<file path="src/rtl/logic_unit_pkg.sv">
`default_nettype none
// ============================================================================
// Module : logic_unit_pkg
// Brief  : Shared op-code constants for the registered bitwise logic unit.
// Rev    : 1.0  initial release
// ============================================================================
package logic_unit_pkg;

    localparam int LU_OP_W = 3;

    localparam logic [LU_OP_W-1:0] LU_AND  = 3'd0;
    localparam logic [LU_OP_W-1:0] LU_OR   = 3'd1;
    localparam logic [LU_OP_W-1:0] LU_XOR  = 3'd2;
    localparam logic [LU_OP_W-1:0] LU_NAND = 3'd3;
    localparam logic [LU_OP_W-1:0] LU_NOR  = 3'd4;
    localparam logic [LU_OP_W-1:0] LU_XNOR = 3'd5;
    localparam logic [LU_OP_W-1:0] LU_NOT  = 3'd6;
    localparam logic [LU_OP_W-1:0] LU_PASS = 3'd7;

endpackage
`default_nettype wire

</file>
<file path="src/rtl/logic_op_core.sv">
`default_nettype none
// ============================================================================
// Module : logic_op_core
// Brief  : Combinational bitwise operator with zero/all-ones/parity flags.
// Rev    : 1.0  initial release
// ============================================================================
module logic_op_core
    import logic_unit_pkg::*;
#(
    parameter int WIDTH = 8
) (
    input  logic [LU_OP_W-1:0] op,
    input  logic [WIDTH-1:0]   a,
    input  logic [WIDTH-1:0]   b,
    output logic [WIDTH-1:0]   y,
    output logic               zero,
    output logic               ones,
    output logic               par
);

    always_comb begin
        y = '0;
        case (op)
            LU_AND:  y = a & b;
            LU_OR:   y = a | b;
            LU_XOR:  y = a ^ b;
            LU_NAND: y = ~(a & b);
            LU_NOR:  y = ~(a | b);
            LU_XNOR: y = ~(a ^ b);
            LU_NOT:  y = ~a;
            LU_PASS: y = a;
            default: y = a;
        endcase
    end

    assign zero = ~|y;
    assign ones = &y;
    assign par  = ^y;

endmodule
`default_nettype wire

</file>
<file path="src/rtl/logic_unit_pipe.sv">
`default_nettype none
// ============================================================================
// Module : logic_unit_pipe
// Brief  : Registered logic unit with valid/ready handshake and 2-entry skid.
// Rev    : 1.0  initial release
// ============================================================================
module logic_unit_pipe
    import logic_unit_pkg::*;
#(
    parameter int WIDTH = 8
) (
    input  logic               clk,
    input  logic               rst,
    input  logic               in_valid,
    output logic               in_ready,
    input  logic [LU_OP_W-1:0] in_op,
    input  logic [WIDTH-1:0]   in_a,
    input  logic [WIDTH-1:0]   in_b,
    output logic               out_valid,
    input  logic               out_ready,
    output logic [WIDTH-1:0]   out_y,
    output logic               out_zero,
    output logic               out_ones,
    output logic               out_par
);

    logic [WIDTH-1:0] w_y;
    logic             w_zero;
    logic             w_ones;
    logic             w_par;
    logic             w_in_xfer;
    logic             w_main_free;

    logic             r_main_valid;
    logic [WIDTH-1:0] r_main_y;
    logic             r_main_zero;
    logic             r_main_ones;
    logic             r_main_par;

    logic             r_skid_valid;
    logic [WIDTH-1:0] r_skid_y;
    logic             r_skid_zero;
    logic             r_skid_ones;
    logic             r_skid_par;

    logic_op_core #(
        .WIDTH (WIDTH)
    ) u_core (
        .op   (in_op),
        .a    (in_a),
        .b    (in_b),
        .y    (w_y),
        .zero (w_zero),
        .ones (w_ones),
        .par  (w_par)
    );

    assign w_in_xfer   = in_valid && in_ready;
    assign w_main_free = !r_main_valid || out_ready;

    // Skid is only ever filled while main is occupied, so an empty main implies an empty skid.
    always_ff @(posedge clk) begin
        if (rst) begin
            r_main_valid <= 1'b0;
            r_main_y     <= '0;
            r_main_zero  <= 1'b1;
            r_main_ones  <= 1'b0;
            r_main_par   <= 1'b0;
            r_skid_valid <= 1'b0;
            r_skid_y     <= '0;
            r_skid_zero  <= 1'b1;
            r_skid_ones  <= 1'b0;
            r_skid_par   <= 1'b0;
        end else if (w_main_free) begin
            if (r_skid_valid) begin
                r_main_valid <= 1'b1;
                r_main_y     <= r_skid_y;
                r_main_zero  <= r_skid_zero;
                r_main_ones  <= r_skid_ones;
                r_main_par   <= r_skid_par;
                r_skid_valid <= 1'b0;
            end else if (w_in_xfer) begin
                r_main_valid <= 1'b1;
                r_main_y     <= w_y;
                r_main_zero  <= w_zero;
                r_main_ones  <= w_ones;
                r_main_par   <= w_par;
            end else begin
                r_main_valid <= 1'b0;
            end
        end else if (w_in_xfer) begin
            r_skid_valid <= 1'b1;
            r_skid_y     <= w_y;
            r_skid_zero  <= w_zero;
            r_skid_ones  <= w_ones;
            r_skid_par   <= w_par;
        end
    end

    assign in_ready  = !r_skid_valid;
    assign out_valid = r_main_valid;
    assign out_y     = r_main_y;
    assign out_zero  = r_main_zero;
    assign out_ones  = r_main_ones;
    assign out_par   = r_main_par;

endmodule
`default_nettype wire

</file>
<file path="config.mk">
export PLATFORM = sky130hd
export DESIGN_NAME = logic_unit_pipe
export DESIGN_NICKNAME = d
export VERILOG_FILES = /design/src/rtl/logic_unit_pkg.sv /design/src/rtl/logic_op_core.sv /design/src/rtl/logic_unit_pipe.sv
export SDC_FILE = /design/constraint.sdc
export NUM_CORES = 1
export LEC_CHECK = 0
export CORE_UTILIZATION = 50
export CTS_BUF_LIST = sky130_fd_sc_hd__clkbuf_4
export DETAILED_ROUTE_END_ITERATION = 6
export PLACE_DENSITY = 0.78
export SYNTH_ARGS = -nofsm -noshare
export SYNTH_HDL_FRONTEND = slang
export SYNTH_SLANG_ARGS = --single-unit
export TNS_END_PERCENT = 100
</file>
<file path="constraint.sdc">
create_clock -name clk -period 2.6 [get_ports clk]
set_input_delay 0.65 -clock clk [delete_from_list [all_inputs] [get_ports clk]]
set_output_delay 0.65 -clock clk [all_outputs]
set_load 0.01 [all_outputs]
</file>
# --- Word level (Yosys, flattened, before mapping) ---
# Cells that the tools add are included.
word_totals:
  inputBits: 23
  output_inout_bits: 13
  regBits: 24
op_classes:
  eq_ne: 7
  n_bitwise: 8
  n_reduce_logical: 13
  muxes: 11
ops:
  columns: ["operator", "n"]
  rows:
  - ["8-bit case mux with 8 select lines", 1]
  - ["8-bit inverter", 4]
  - ["8-bit 2-to-1 mux", 2]
  - ["3-bit equality test (second input constant)", 4]
  - ["8-bit bitwise AND", 1]
  - ["1-bit 2-to-1 mux", 8]
  - ["8-bit OR", 1]
  - ["8-bit AND reduction", 1]
  - ["8-bit OR reduction", 1]
  - ["8-bit parity", 1]
  - ["8-bit XOR", 1]
  - ["3-bit by 2-bit equality test with 1-bit output (second input constant)", 2]
  - ["2-bit AND reduction", 2]
  - ["3-bit by 1-bit equality test with 1-bit output (second input constant)", 1]
  - ["1-bit logical NOT", 3]
  - ["3-bit logical NOT", 1]
  - ["2-bit nonzero test", 1]
  - ["2-bit OR reduction", 1]
  - ["1-bit logical AND", 1]
  - ["1-bit logical OR", 1]
  - ["1-bit inverter", 1]

# --- Logic depth before layout (Yosys ltp) ---
logic_depth:
  depth_word: 7
  mapped_depth: 11

# --- Modules after synthesis ---
# From an unflattened synthesis, not the netlist that was laid out.
hier_totals:
  hier_cells: 269
  hier_area_um2: 2185.8
modules_own_cells:
  columns: ["mod", "area_each_um2", "n_inst", "cells_per_inst"]
  rows:
  - ["logic_op_core", 1152.4, 1, 159]
  - ["logic_unit_pipe", 1033.5, 1, 110]

# --- Worst setup path after synthesis ---
# Ideal clock, no wire load.
synth_path:
  kind: "input-to-reg"
  start: "in in_a[0]"
  end: "reg r_main_par (netlist: out_par)"
  t_arrival_ns: 2.600
  path_buffers: 0
  cell_stages: 9
  setup_time_ns: 0.127
  path_slack_ns: -0.126
  path_cell_list: "inv_1 -> ha_1 -> mux2_1 -> mux4_2 -> ha_1 -> xor2_1 -> xnor2_1 -> o2111ai_1 -> o21ai_0"
synth_via:
  elab_chain_len: 6
synth_lines:
  columns: ["item", "line", "source"]
  rows:
  - ["start, declared", "logic_unit_pipe.sv:17", "input logic [WIDTH-1:0] in_a,"]
  - ["8-bit XOR, or another cell as far along", "logic_op_core.sv:26, logic_op_core.sv:29", null]
  - ["8-bit inverter (on tied branches)", "logic_op_core.sv:29, logic_op_core.sv:27, logic_op_core.sv:28", null]
  - ["8-bit case mux with 8 select lines *", "logic_op_core.sv:23", "case (op)"]
  - ["8-bit parity *", "logic_op_core.sv:38", "assign par = ^y;"]
  - ["1-bit 2-to-1 mux *", "logic_unit_pipe.sv:82", "end else if (w_in_xfer) begin"]
  - ["1-bit 2-to-1 mux *", "logic_unit_pipe.sv:75", "if (r_skid_valid) begin"]
  - ["end signal, assigned", "logic_unit_pipe.sv:80", "r_main_par <= r_skid_par;"]
  - ["end signal, assigned", "logic_unit_pipe.sv:87", "r_main_par <= w_par;"]
  - ["end, declared", "logic_unit_pipe.sv:38", "logic r_main_par;"]
# Every way passes the cells marked *; elsewhere a longest branch is shown, timed or not. The select of a mux whose other input is x is not followed.
# A chain may end at the register's enable or synchronous reset.

# --- Final worst setup path ---
layout_path:
  start: "in in_op[2]"
  end: "reg r_main_par (netlist: out_par)"
layout_via:
  elab_chain_len: 5
layout_lines:
  columns: ["item", "line", "source"]
  rows:
  - ["start, declared", "logic_unit_pipe.sv:16", "input logic [LU_OP_W-1:0] in_op,"]
  - ["3-bit equality test, or another cell as far along", "logic_op_core.sv:23", null]
  - ["8-bit case mux with 8 select lines *", "logic_op_core.sv:23", null]
  - ["8-bit parity *", "logic_op_core.sv:38", null]
  - ["1-bit 2-to-1 mux *", "logic_unit_pipe.sv:82", null]
  - ["1-bit 2-to-1 mux *", "logic_unit_pipe.sv:75", null]
# Marked as above.

==> out/qor.yml <==
cts_buffers: 3
cap_violations: 0
instances_no_fill: 395
vias: 2353
post-place-cells: 381
yosysSeqAreaShare_pct: 21.4
diodes: 0
die_height_um: 69.0
critPathRequiredTime_ns: 2.80
antenna_left: 0
crit_fanout: 9
min_path_type: "reg -> reg"
cts_hold_buf: 0
fin_worst_skew_ns: 0.00529
post-route-min-period_ns: 2.52
timing.rr.end: "r_skid_y[6]"
firstDrtPassIters: 4
hpwl_um: 4190
avgRoutedWirePerCell_um: 17.1
dieArea_um2: 4760
rrSetupSlack_ns: 1.03
std_cell_rows: 24
synthesis.area_um2: 2250
track_usage_pct: 25.2
arrival_ns: 2.72
holdPathStages: 2
async_reset_ff_share_pct: 0
crit_chain: "buf_2 > buf_12 > mux2_1 > mux4_2 > ha_4 > xor2_1 > xnor2_1 > o2111ai_1 > o21ai_1"
max_freq_ghz: 0.397
grt_pass1_wl_um: 10000
drv_slew: 0
min_from: "r_skid_y[1]"
drtIter0Drc: 206
globalplace.congestion: 0.804
clk_pin_slew_ns: 0.13
htree_num_levels: 1
top_layer_used: "met4"
peakVddDrop_uv: 267
grt_remaining_overflow: 0
status: "completed"
fin_util_pct: 76.6
grt_max_degree: 21
synth_ff_type: "dfxtp_1"
final_layout_size_suffix_gt1_share_pct: 41.1
vias_per_cell: 5.96
pwr_density_cell_nw_per_um2: 359
wirelength_um: 6770
power.leakage_uw: 0.00142
antenna_found_initial: 0
cp_slowest_cell: "mux4_2"
nets: 391
reg2reg_depth: 2
cts.sinks: 24
final_hold_viol_count: 0
synth_edf_count: 0
yosys_register_bits: 24
first_global_vias: 2206
port_buffers: 35
die_x_um: 69.0
hold_ws_ns: 0.503
cts_tree: "yes"
finalSetupViolCount: 0
clk_latency_ns: 0.32
rr_startpoint: "r_skid_valid"
pin_count: 36
finalPower_uw: 1190
ys_types: 55
cts.path.max_buffers: 2
critical_path_class: "in -> reg"
relSlewSlack_pct: 65.6
yosys_warnings: 0
met2_wirelength_um: 3460
min_to: "r_skid_y[1]"
wl_met1_um: 2850
syn-num-nets: 307
synthCells: 260
post-route-period-util_pct: 96.9
core_area_um2: 4320
start_kind: "input port"
root_buffer: "clkbuf_4"
area.growth.synth_to_final_pct: 47.5
start_util_pct: 51.9
synth_area_per_cell_um2: 8.64
wl_met3_um: 296
critPathMaxStageDelay_ns: 0.54
worst_pin_slew_ns: 0.513
drcViolationCount: 0
end_kind: "flop"
[layout make-up]
| cell class | instances | area (um^2) |
|---|---|---|
| well taps | 52 | 65.1 |
| repair buffers | 98 | 818 |
| fillers | 292 | 1010 |
| flip-flops and latches | 24 | 480 |
| clock inverters | 1 | 3.75 |
| multi-input cells | 192 | 1830 |
| clock buffers | 3 | 22.5 |
| inverters | 25 | 93.8 |
[power by group]
group	switching [uW]	total, uW	internal, uW
combinational	280	603	323
clock	114	170	56.3
sequential	18.6	415	396
[logic make-up (layout without fill, tap and decap cells)]
| family | count (synthesis) | after routing | synth area share, % |
|---|---|---|---|
| and+or+nand+nor | 84 | 84 | 25.5 |
| AOI/OAI and AO/OA | 71 | 71 | 23.4 |
| buffers and inverters | 44 | 127 | 10.0 |
| adders and majority gates | 24 | 24 | 13.4 |
| DFF | 24 | 24 | 21.4 |
| muxes | 10 | 10 | 5.13 |
| xor gates and xnor gates | 3 | 3 | 1.17 |
[through the flow]
step	setup TNS (ns)	setup WS (ns)	instance area (um^2)
3_3_place_gp	-2.40	-0.546	3010
4_1_cts	0	0.00224	3200
6_report	0	0.0801	3310
5_1_grt	-0.0193	-0.0193	3310
3_5_place_dp	-2.69	-0.583	3010
2_1_floorplan	0	0.0000919	2310
[how the worst max path moves through the flow]
stage	from	endpoint	depth (start not counted)
floorplan	in_op[2]	out_par	10
global placement	in_op[1]	out_par	10
detailed placement	in_op[2]	out_par	11
CTS	in_b[6]	out_par	11
global route	in_a[7]	out_ones	14
finish	in_op[2]	out_par	9
[synth_stat cells, types with 2 or more instances]
cell	instances	share of area (%)
and3_1	2	0.56
inv_1	23	3.8
mux2i_1	7	3.1
a211oi_1	5	1.7
nor2b_1	7	1.9
or3_1	2	0.56
xnor2_1	2	0.78
clkbuf_1	3	0.50
buf_6	5	2.5
nor3_1	4	0.89
o32ai_1	2	0.78
nor4bb_1	2	0.89
mux2_1	2	1.0
nor4_4	5	4.7
nand2_1	12	2.0
o21bai_1	3	1.0
nor3b_1	5	1.7
ha_1	24	13
nand2b_1	11	3.1
nand3b_1	8	2.7
buf_4	4	1.3
buf_2	6	1.3
nand4_1	2	0.56
o21ai_0	9	2.0
a211o_1	3	1.2
o21ai_1	2	0.45
a211oi_2	2	1.1
nor2_1	11	1.8
o221ai_1	8	3.1
a21oi_1	14	3.1
and2_1	6	1.7
a31oi_1	5	1.4
dfxtp_1	24	21
o311a_1	4	1.8
o211ai_1	5	1.7
nand3_1	2	0.45
[critical path: cells and delay by family]
| family | cells | cell delay (ns) |
|---|---|---|
| AO/OA/AOI/OAI | 2 | 0.32 |
| XOR/XNOR | 2 | 0.26 |
| adder cells (fa/ha/maj) | 1 | 0.30 |
| buffers and inverters | 2 | 0.35 |
| multiplexers | 2 | 0.85 |
[state kept, by name, summed over array words and instances, names as in the netlist]
signal and cells:
r_skid_ones 1, r_skid_valid 1, r_skid_y 8, r_skid_par 1, out_ones 1, out_zero 1, r_skid_zero 1, out_valid 1
out_y 8, out_par 1
[cells in the final DEF (no fill, tap or decap), types with 2 or more instances in the layout]
cell type        instances
o21ai_2                  4
clkdlybuf4s50_1         16
dfxtp_1                 24
nand2_1                 11
o21bai_1                 3
buf_6                    3
nor3b_2                  4
clkbuf_2                15
o221ai_1                 8
nand4_1                  2
mux2i_1                  7
ha_4                    11
nand2b_1                11
a21oi_1                 13
ha_1                    10
o211ai_1                 5
nor2_1                  11
clkbuf_4                 3
ha_2                     3
o311a_1                  4
nor3b_1                  2
nor2b_1                  6
inv_1                   16
nor3_1                   4
nand3_1                  2
and2_1                   4
buf_4                   56
a21oi_2                  2
and2_4                   2
or3_1                    2
buf_12                   2
o21ai_0                  6
o32ai_2                  3
clkinv_1                 2
inv_2                    8
a211oi_2                 6
a211o_1                  3
nor4_4                   6
nand3b_1                 8
a31oi_1                  5
[routing by layer]
layer | up-vias | global-route usage, %
met2 | 88 | 43.5
met3 | 19 | 3.95
met1 | 1135 | 32.5
li1 | 1111 | -
met4 | 0 | 6.80
met5 | - | 0
[timing repair]
action	4_1_cts	5_1_grt
pin swaps	25	27
gates resized for setup	44	57
setup buffers	5	3
setup endpoints to repair	5	4
gates cloned	1	1
endpoints found under the hold margin	0	0
Note: power is estimated with default switching activity, not from simulation.
